===== config.mk =====
export PLATFORM = sky130hd
export DESIGN_NAME = sparce_skip_sequencer_flat
export DESIGN_NICKNAME = d
export VERILOG_FILES = /design/src/rtl/sparce_skip_sequencer_pkg.sv /design/src/rtl/sparce_skip_sequencer_if.sv /design/src/rtl/sparce_sat_counter.sv /design/src/rtl/sparce_skip_sequencer.sv /design/src/flat_wrapper.sv
export SDC_FILE = /design/constraint.sdc
export NUM_CORES = 1
export LEC_CHECK = 0
export BUFFER_PORTS_ARGS = -buffer_cell sky130_fd_sc_hd__buf_2
export CORE_MARGIN = 2
export CORE_UTILIZATION = 52
export CTS_CLUSTER_DIAMETER = 50
export DETAILED_ROUTE_END_ITERATION = 7
export HOLD_SLACK_MARGIN = 0.15
export MAX_ROUTING_LAYER = met4
export PLACE_DENSITY_LB_ADDON = 0.12
export SLEW_MARGIN = 25
export SYNTH_ARGS = -nofsm -noshare
export SYNTH_HDL_FRONTEND = slang
export SYNTH_SLANG_ARGS = --single-unit

===== constraint.sdc =====
create_clock -name CLK -period 2.65 [get_ports CLK]
set_clock_uncertainty 0.15 [all_clocks]
set_input_delay 0.1325 -clock CLK [delete_from_list [all_inputs] [get_ports CLK]]
set_output_delay 0.1325 -clock CLK [all_outputs]
set_load 0.01 [all_outputs]

===== src/rtl/sparce_skip_sequencer_pkg.sv =====
// Shared types and constants for the SparCE skip sequencer slice.
// State encoding, register-index width and cooldown counter width live here.
package sparce_pkg;

    typedef enum logic [1:0] {
        IDLE,
        CHECK,
        REQ,
        COOLDOWN
    } sparce_skip_state_t;

    localparam int NUM_REGS_DFLT = 32;
    localparam int REG_IDX_W     = $clog2(NUM_REGS_DFLT);
    localparam int COOLDOWN_W    = 4;

endpackage


===== src/rtl/sparce_skip_sequencer_if.sv =====
// Bundle of lookup, sparsity, redirect and counter signals between the SVT/pipeline side
// and the skip sequencer; master drives lookups/acks, slave is the sequencer.
interface sparce_skip_sequencer_if
    import sparce_pkg::*;
#(
    parameter int NUM_REGS = NUM_REGS_DFLT,
    parameter int ADDR_W   = 32,
    parameter int CNT_W    = 32
);
    localparam int RS_W = $clog2(NUM_REGS);

    logic                enable;
    logic                lookup_valid;
    logic [ADDR_W-1:0]   lookup_pc;
    logic                svt_hit;
    logic [RS_W-1:0]     svt_rs;
    logic [ADDR_W-1:0]   svt_target;
    logic [NUM_REGS-1:0] sprf_zero;
    logic [NUM_REGS-1:0] rd_inflight;
    logic                flush_abort;
    logic                skip_ack;
    logic                clr_count;
    logic                skip_req;
    logic [ADDR_W-1:0]   skip_pc;
    logic                busy;
    logic [CNT_W-1:0]    skip_count;

    modport master (
        output enable, lookup_valid, lookup_pc, svt_hit, svt_rs, svt_target,
               sprf_zero, rd_inflight, flush_abort, skip_ack, clr_count,
        input  skip_req, skip_pc, busy, skip_count
    );

    modport slave (
        input  enable, lookup_valid, lookup_pc, svt_hit, svt_rs, svt_target,
               sprf_zero, rd_inflight, flush_abort, skip_ack, clr_count,
        output skip_req, skip_pc, busy, skip_count
    );

endinterface


===== src/rtl/sparce_sat_counter.sv =====
// Saturating up-counter with a clear that takes priority over increment.
module sparce_sat_counter #(
    parameter int WIDTH = 32
) (
    input  logic             clk,
    input  logic             rst,
    input  logic             clr,
    input  logic             inc,
    output logic [WIDTH-1:0] count
);

    localparam logic [WIDTH-1:0] ONE = {{(WIDTH-1){1'b0}}, 1'b1};

    logic [WIDTH-1:0] count_q;
    logic [WIDTH-1:0] count_d;

    always_comb begin
        count_d = count_q;
        if (clr) begin
            count_d = '0;
        end else if (inc && (count_q != '1)) begin
            count_d = count_q + ONE;
        end
    end

    always_ff @(posedge clk) begin
        if (rst) begin
            count_q <= '0;
        end else begin
            count_q <= count_d;
        end
    end

    assign count = count_q;

endmodule


===== src/rtl/sparce_skip_sequencer.sv =====
// Control FSM that turns a qualified SVT hit into a single outstanding fetch redirect
// and counts the redirects the fetch unit actually commits.
module sparce_skip_sequencer
    import sparce_pkg::*;
#(
    parameter int NUM_REGS        = NUM_REGS_DFLT,
    parameter int ADDR_W          = 32,
    parameter int CNT_W           = 32,
    parameter int COOLDOWN_CYCLES = 1
) (
    input logic                    CLK,
    input logic                    RST,
    sparce_skip_sequencer_if.slave bus
);

    localparam int                    RS_W          = $clog2(NUM_REGS);
    localparam logic [COOLDOWN_W-1:0] COOLDOWN_LOAD = COOLDOWN_W'(COOLDOWN_CYCLES);
    localparam logic [COOLDOWN_W-1:0] COOL_ONE      = COOLDOWN_W'(1);

    sparce_skip_state_t    state_q, state_d;
    logic [ADDR_W-1:0]     pc_q, pc_d;
    logic [ADDR_W-1:0]     target_q, target_d;
    logic [RS_W-1:0]       rs_q, rs_d;
    logic                  skip_req_q, skip_req_d;
    logic [ADDR_W-1:0]     skip_pc_q, skip_pc_d;
    logic                  busy_q, busy_d;
    logic [COOLDOWN_W-1:0] cool_q, cool_d;
    logic                  zero_ok;
    logic                  qualify;
    logic                  count_inc;

    // Register r0 is hardwired to zero, so its SpRF bit is never consulted.
    always_comb begin
        state_d    = state_q;
        pc_d       = pc_q;
        target_d   = target_q;
        rs_d       = rs_q;
        skip_req_d = skip_req_q;
        skip_pc_d  = skip_pc_q;
        cool_d     = cool_q;
        count_inc  = 1'b0;
        zero_ok    = (rs_q == '0) || bus.sprf_zero[rs_q];
        qualify    = bus.enable && zero_ok && !bus.rd_inflight[rs_q] && (target_q > pc_q);

        unique case (state_q)
            IDLE: begin
                if (!bus.flush_abort && bus.enable && bus.lookup_valid && bus.svt_hit) begin
                    pc_d     = bus.lookup_pc;
                    rs_d     = bus.svt_rs;
                    target_d = bus.svt_target;
                    state_d  = CHECK;
                end
            end
            CHECK: begin
                if (bus.flush_abort || !qualify) begin
                    state_d = IDLE;
                end else begin
                    state_d    = REQ;
                    skip_req_d = 1'b1;
                    skip_pc_d  = target_q;
                end
            end
            REQ: begin
                // A flush kills the redirect even if the fetch unit acks in the same cycle.
                if (bus.flush_abort) begin
                    state_d    = IDLE;
                    skip_req_d = 1'b0;
                end else if (bus.skip_ack) begin
                    skip_req_d = 1'b0;
                    count_inc  = 1'b1;
                    cool_d     = COOLDOWN_LOAD;
                    state_d    = (COOLDOWN_CYCLES == 0) ? IDLE : COOLDOWN;
                end
            end
            COOLDOWN: begin
                if (bus.flush_abort || (cool_q <= COOL_ONE)) begin
                    state_d = IDLE;
                end else begin
                    cool_d = cool_q - COOL_ONE;
                end
            end
            default: state_d = IDLE;
        endcase

        busy_d = (state_d != IDLE);
    end

    always_ff @(posedge CLK) begin
        if (RST) begin
            state_q    <= IDLE;
            pc_q       <= '0;
            target_q   <= '0;
            rs_q       <= '0;
            skip_req_q <= 1'b0;
            skip_pc_q  <= '0;
            busy_q     <= 1'b0;
            cool_q     <= '0;
        end else begin
            state_q    <= state_d;
            pc_q       <= pc_d;
            target_q   <= target_d;
            rs_q       <= rs_d;
            skip_req_q <= skip_req_d;
            skip_pc_q  <= skip_pc_d;
            busy_q     <= busy_d;
            cool_q     <= cool_d;
        end
    end

    sparce_sat_counter #(
        .WIDTH (CNT_W)
    ) u_skip_counter (
        .clk   (CLK),
        .rst   (RST),
        .clr   (bus.clr_count),
        .inc   (count_inc),
        .count (bus.skip_count)
    );

    assign bus.skip_req = skip_req_q;
    assign bus.skip_pc  = skip_pc_q;
    assign bus.busy     = busy_q;

endmodule


===== src/flat_wrapper.sv =====
// flat-port wrapper written by rule: the top's interface ports become plain ports
module sparce_skip_sequencer_flat import sparce_pkg::*;
#(
    parameter int NUM_REGS        = NUM_REGS_DFLT,
    parameter int ADDR_W          = 32,
    parameter int CNT_W           = 32,
    parameter int COOLDOWN_CYCLES = 1
)
  (CLK, RST, bus_enable, bus_lookup_valid, bus_lookup_pc, bus_svt_hit, bus_svt_rs, bus_svt_target, bus_sprf_zero, bus_rd_inflight, bus_flush_abort, bus_skip_ack, bus_clr_count, bus_skip_req, bus_skip_pc, bus_busy, bus_skip_count);
  sparce_skip_sequencer_if #(.NUM_REGS(NUM_REGS), .ADDR_W(ADDR_W), .CNT_W(CNT_W)) bus_i ();
  input logic CLK;
  input logic RST;
  input wire logic [$bits(bus_i.enable)-1:0] bus_enable;
  input wire logic [$bits(bus_i.lookup_valid)-1:0] bus_lookup_valid;
  input wire logic [$bits(bus_i.lookup_pc)-1:0] bus_lookup_pc;
  input wire logic [$bits(bus_i.svt_hit)-1:0] bus_svt_hit;
  input wire logic [$bits(bus_i.svt_rs)-1:0] bus_svt_rs;
  input wire logic [$bits(bus_i.svt_target)-1:0] bus_svt_target;
  input wire logic [$bits(bus_i.sprf_zero)-1:0] bus_sprf_zero;
  input wire logic [$bits(bus_i.rd_inflight)-1:0] bus_rd_inflight;
  input wire logic [$bits(bus_i.flush_abort)-1:0] bus_flush_abort;
  input wire logic [$bits(bus_i.skip_ack)-1:0] bus_skip_ack;
  input wire logic [$bits(bus_i.clr_count)-1:0] bus_clr_count;
  output wire logic [$bits(bus_i.skip_req)-1:0] bus_skip_req;
  output wire logic [$bits(bus_i.skip_pc)-1:0] bus_skip_pc;
  output wire logic [$bits(bus_i.busy)-1:0] bus_busy;
  output wire logic [$bits(bus_i.skip_count)-1:0] bus_skip_count;
  assign bus_i.enable = bus_enable;
  assign bus_i.lookup_valid = bus_lookup_valid;
  assign bus_i.lookup_pc = bus_lookup_pc;
  assign bus_i.svt_hit = bus_svt_hit;
  assign bus_i.svt_rs = bus_svt_rs;
  assign bus_i.svt_target = bus_svt_target;
  assign bus_i.sprf_zero = bus_sprf_zero;
  assign bus_i.rd_inflight = bus_rd_inflight;
  assign bus_i.flush_abort = bus_flush_abort;
  assign bus_i.skip_ack = bus_skip_ack;
  assign bus_i.clr_count = bus_clr_count;
  assign bus_skip_req = bus_i.skip_req;
  assign bus_skip_pc = bus_i.skip_pc;
  assign bus_busy = bus_i.busy;
  assign bus_skip_count = bus_i.skip_count;
  sparce_skip_sequencer #(.NUM_REGS(NUM_REGS), .ADDR_W(ADDR_W), .CNT_W(CNT_W), .COOLDOWN_CYCLES(COOLDOWN_CYCLES)) u_core (.CLK(CLK), .RST(RST), .bus(bus_i));
endmodule

* After elaboration in Yosys (flattened, before gate mapping) *
Cells that the tools add are included.

word-level totals
  flip-flop bits (word level) = 141
  input port bits = 141
  output and inout bits = 66
  word-level logic and storage cells = 68

operators by class
  add/sub/neg operators = 2
  $lt $le $gt $ge = 3
  eq/ne operators = 9
  muxes and demuxes = 21
  bitwise gates (word level) = 1
  reduce and logical (&&, ||, !) cells = 23

operators with widths
  cell                     count
  $add A32 B1 Y32 const B  1
  $gt A32 B32 Y1           1
  $ne A32 B32 Y1 const B   1
  $mux W4                  3
  $bmux W1 S5              2
  $mux W2                  5
  $mux W1                  8
  $ne A2 B2 Y1 const B     4
  $pmux W2 S4              1
  $pmux W4 S2              1
  $logic_and A1 B1 Y1      7
  $lt A5 B6 Y1 const B     1
  $reduce_bool A2 Y1       3
  $logic_not A5 Y1         1
  $eq A2 B2 Y1 const B     2
  $le A4 B1 Y1 const B     1
  $reduce_and A2 Y1        2
  $reduce_and A4 Y1        1
  $sub A4 B1 Y4 const B    1
  $logic_not A1 Y1         3
  $logic_or A1 B1 Y1       3
  $ne A3 B3 Y1 const B     1
  $reduce_and A3 Y1        1
  $eq A2 B1 Y1 const B     1
  4 further kinds          4

* Depth between registers and ports, before layout *
  word-level depth = 11
  gate-level depth with buffers = 11
  mapped depth without buffers = 9

* Hierarchy *
From an unflattened synthesis, not the netlist that was laid out.

unflattened totals
  cells, all modules = 876
  area, all modules = 6935.4 um^2

modules (own cells, without submodules)
  module                 times used  cells each  area an instance (um^2)  sequential area each (um^2)
  sparce_skip_sequencer  1           678         5315.1                   2182.1
  sparce_sat_counter     1           198         1620.3                   640.6

* Least setup slack after synthesis *
OpenSTA, ideal clock, no wires.

  path type = reg-to-reg
  start point = register u_core.u_skip_counter.count_q[3], in the netlist u_core.u_skip_counter.count[3]
  end point = register u_core.u_skip_counter.count_q[27], in the netlist u_core.u_skip_counter.count[27]
  library setup time = 0.070 ns
  arrival = 2.295 ns
  data required time = 2.430 ns
  setup slack = 0.134 ns
  cell stages (with the launch flop) = 9
  buffers on the path = 1
  clock period less this slack = 2.516 ns
  cells stage by stage = dfxtp_1 and4_1 and4_1 and4_4 nand4_4 or3_1 buf_2 or4_1 a21oi_1

on the way
  cells in the longest elaborated chain, start to end = 2
  elaborated cells on any way between the ends = 3
  those cells by class = 1 x add/sub; 1 x eq/ne; 1 x reduce/logical

RTL lines
  what                                                                     RTL line                  source
  start, declared                                                          sparce_sat_counter.sv:14  logic [WIDTH-1:0] count_q;
  start signal, assigned                                                   sparce_sat_counter.sv:30  count_q <= count_d;
  parallel branches: the longest is 2 deep, another holds $add A32 B1 Y32  -

Several ways; the timed one is not identified.
A chain may end at the register's enable or synchronous reset.

* Final worst setup path *
  start point = register u_core.pc_q[31]
  end point = register u_core.skip_pc_q[9], in the netlist u_core.bus.skip_pc[9]

on the way
  cells in the longest elaborated chain, start to end = 6

RTL lines
  what                                RTL line                      source
  start, declared                     sparce_skip_sequencer.sv:21   logic [ADDR_W-1:0] pc_q, pc_d;
  start signal, assigned              sparce_skip_sequencer.sv:100  pc_q <= pc_d;
  $gt A32 B32 Y1                      sparce_skip_sequencer.sv:43   qualify = bus.enable && zero_ok && !bus.rd_inflight[rs_q] && (target_q > pc_q);
  $logic_and A1 B1 Y1                 sparce_skip_sequencer.sv:43
  $logic_not A1 Y1                    sparce_skip_sequencer.sv:55   if (bus.flush_abort || !qualify) begin
  $logic_or A1 B1 Y1                  sparce_skip_sequencer.sv:55
  $not A1 Y1 (no source line)         -
  $reduce_and A2 Y1 (no source line)  -
  end signal, assigned                sparce_skip_sequencer.sv:104  skip_pc_q <= skip_pc_d;
  end, declared                       sparce_skip_sequencer.sv:25   logic [ADDR_W-1:0] skip_pc_q, skip_pc_d;

Every way passes these cells.

==> metrics.md <==
| Metric | Value |
|---|---|
| Slew headroom | `between 40% and 50%` |
| Synth Area in Compound Gates | `between 10% and 20%` |
| CP cell instances | `inv_1, ha_1, and4_1, nand2_1, or3_4, a41oi_2, o311a_4, buf_12, mux2i_2` |
| Initial drt markers | `541` |
| Placed insts | `approximately 1.2k` |
| Ys flop type | `dfxtp_1` |
| Hold path depth | `3` |
| Final Hold Vio Count | `0` |
| Wire per inst | `14.5 µm` |
| Synth warnings | `0` |
| R2R cell count | `9` |
| Post-synth cell types | `between 50 and 60` |
| Fmax | `397 MHz` |
| DIE HEIGHT | `118 µm` |
| FP Rows | `between 40 and 50` |
| Clock Sinks | `141` |
| Number of flops mapped to enable cells by yosys | `0` |
| Most numerous cell in the Yosys netlist | `nand2_1` |
| Sequential power share | `a little over two fifths` |
| DP Wirelength | `11900 µm` |
| FF+latch count, synth | `141` |
| Mapped Avg Cell Area | `7.89 µm²` |
| Critical path buffers and inverters | `2` |
| Crit-path max cell delay | `between 400 and 500 ps` |
| Die ar. | `13900 µm²` |
| Ys async rst share | `0%` |
| DIE WIDTH | `about 120 µm` |
| Initial core utilization | `53.4%` |
| Final nets | `about 1.3k` |
| Sequential fraction of the synthesis area | `between 40% and 50%` |
| Mux cell area share after synthesis | `4.75%` |
| DR DRC count | `0` |
| First-pass DRT Iterations | `5` |
| Final wirelength | `19400 µm` |
| Crit end category | `flop` |
| Non-filler cells, final | `~1.3k` |
| Synthesized cell area | `roughly 6700 µm²` |
| Pin count of the biggest net entering global routing | `70` |
| Synth cell count leaders | `243 x nand2_1, 141 x dfxtp_1, 96 x a21oi_1` |
| Area leader, netlist | `dfxtp_1` |
| Final setup fails | `0` |
| Synthesized instance count | `about 850` |
| Psw | `roughly 1.1 mW` |
| Worst path depth | `9` |
| Design Area, Final | `9690 µm²` |
| Fillcell total | `between 800 and 900` |
| CP required | `2840 ps` |
| Comb power frac | `approximately 9%` |
| Antenna viol nets, final | `0` |
| Placed cell areas | `about 8000 µm²` |
| H-tree levels | `4` |
| Outcome | `finished, final reports clean` |
| VDD IR max | `438 µV` |
| Switching part of the total | `22.2%` |
| Fraction of synthesized cell area in xor and xnor cells | `2.99%` |
| Pint | `slightly below 4 mW` |
| Main combinational cell family by area after synthesis | `simple AND/OR/NAND/NOR gates` |
| Share of cells above drive strength 1 | `about a quarter` |
| Grt total ovfl | `0` |
| Post-Synth Adder-Cell Area | `6.50%` |
| All-Layer GR Usage | `between 20 and 30%` |
| Final Critical Period | `~2500 ps` |
| Pleak | `between 4 and 5 nW` |
| Maximum clock path buffer count | `2` |
| PortBufs | `between 200 and 250` |
| Pwr per Cell Area | `between 500 and 600 nW/µm²` |
| Total number of vias | `6940` |
| Synthesis-to-finish area growth | `43.8%` |
| Final period utilization | `between 90% and 100%` |
| Clk slew on worst S/H paths | `around 60 ps` |
| Clk pwr share | `between 40% and 50%` |
| I/O pin count | `207` |
| Simple-Gate Fraction of Synth Area | `a little over a quarter` |
| CP max stage cell | `or3_4` |
| Slew @ Worst Pin | `roughly 900 ps` |
| Max Slew Vio Count | `0` |
| CTS tree | `built` |
| First-pass GRT wire length | `between 30000 and 40000 µm` |
| GP Congestion | `slightly above 0.8` |
| Hold Path Class | `in2reg` |
| Worst-Skew Late Latency | `approximately 430 ps` |
| Startpoint Class | `flop` |
| Initial antenna violation count | `0` |
| Synth Net Count | `1030` |
| Core box area | `12600 µm²` |
| Area share of the largest cell type after synthesis | `a little over two fifths` |
| Drt via density | `approximately 5.2` |
| Crit path kind | `reg2reg` |
| Crit-path leading delay family | `simple AND/OR/NAND/NOR gates` |
| CP Max Fanout | `10` |
| # Max-Cap Violations | `0` |
| Crit path arrival time | `around 2700 ps` |
| CTS Root Cell | `clkbuf_16` |
| Vias in the first global route | `6532` |
| Dominant cells by area after synthesis | `dfxtp_1 42%, nand2_1 14%, a21oi_1 7.1%, ha_1 6.5%, mux2i_1 4.8%` |
| Num CTS Buffers | `17` |
==> cell type report <==
type	count	area (µm²)	share of cell area [%]
Clock buffer	21	460	4.75
Sequential cell	141	2820	29.1
Antenna cell	1	2.50	0.0258
Timing Repair Buffer	331	2280	23.5
Multi-Input combinational cell	618	3610	37.2
Clock inverter	11	140	1.45
Tap cell	172	215	2.22
Inverter	44	166	1.72
==> kinds of logic after synthesis <==
family,after synthesis
xor gates and xnor gates,23
buffers and inverters,95
DFF,141
AOI/OAI and AO/OA,146
muxes,32
adders and majority gates,35
and+or+nand+nor,382
==> cells in the final DEF (no fill, tap or decap), drive strengths merged, types with 8 or more instances in the layout <==
cell and instances:
a21oi 96, inv 44, nor3 11, ha 35
xnor2 10, nand3 8, nand4 16, dlygate4sd3 101
dfxtp 141, mux2i 32, o21ai 18, clkbuf 22
nor2 38, or3 9, buf 229, xor2 13
nand2 243
==> power by group through the flow <==
| stage | Combinational (mW) | Clock [mW] | Sequential [mW] |
|---|---|---|---|
| after floorplan | 0.171 | 0 | 2.20 |
| after global placement | 0.315 | 0 | 2.20 |
| after detailed placement | 0.319 | 0 | 2.21 |
| after CTS | 0.418 | 2.43 | 2.16 |
| after global routing | 0.495 | 2.54 | 2.16 |
| final | 0.451 | 2.41 | 2.16 |
==> timing repair <==
action,4_1_cts,5_1_grt
buffers inserted,0,1
hold buffers,101,0
endpoints found under the setup margin,0,38
resized for setup,0,8
endpoints found under the hold margin,77,0
==> registers in the layout, summed over array words and instances (netlist names) <==
signal,count
u_core.bus.busy,1
u_core.bus.skip_pc,32
u_core.bus.skip_req,1
u_core.cool_q,4
u_core.pc_q,32
u_core.rs_q,5
u_core.state_q,2
u_core.target_q,32
u_core.u_skip_counter.count,32
==> per-layer routing <==
layer  track usage (%)  vias up  wire length (µm)
met5                 -        -                 0
met4              8.43        0               311
met3              6.44       33              1010
met2              46.4      221              9550
met1              34.3     3195              8560
li1                  -     3491                 -
==> per-stage QoR <==
stage	util [%]	power (mW)	worst slack [ps]	hold WS, ps	setup TNS [ps]
floorplan	-	2.37	134	118	0
global placement	63.3	2.52	123	227	0
detailed placement	63.3	2.52	46.9	230	0
CTS	76.1	5.01	6.62	242	0
global route	76.8	5.20	-17.6	298	-19.4
finish	76.8	5.02	133	261	0
==> worst paths after layout <==
| kind | to | slack (ps) | from |
|---|---|---|---|
| max | u_core.bus.skip_pc[9]$_SDFFE_PP0P_ | 130 | u_core.pc_q[31]$_SDFFE_PP0P_ |
| max reg2reg | u_core.bus.skip_pc[9]$_SDFFE_PP0P_ | 130 | u_core.pc_q[31]$_SDFFE_PP0P_ |
| min reg2reg | u_core.pc_q[20]$_SDFFE_PP0P_ | 300 | u_core.pc_q[20]$_SDFFE_PP0P_ |
| min | u_core.u_skip_counter.count[27]$_SDFFE_PP0P_ | 260 | bus_clr_count |
==> worst register-to-register path, delay by kind of cell (launching register included) <==
| family | cells | cell delay [ps] |
|---|---|---|
| mux | 1 | 240 |
| buf+inv | 2 | 210 |
| simple gates | 3 | 740 |
| fa+ha+maj | 1 | 280 |
| compound gates | 2 | 500 |
| flops | 1 | 330 |
Note: power is estimated with default switching activity, not from simulation.
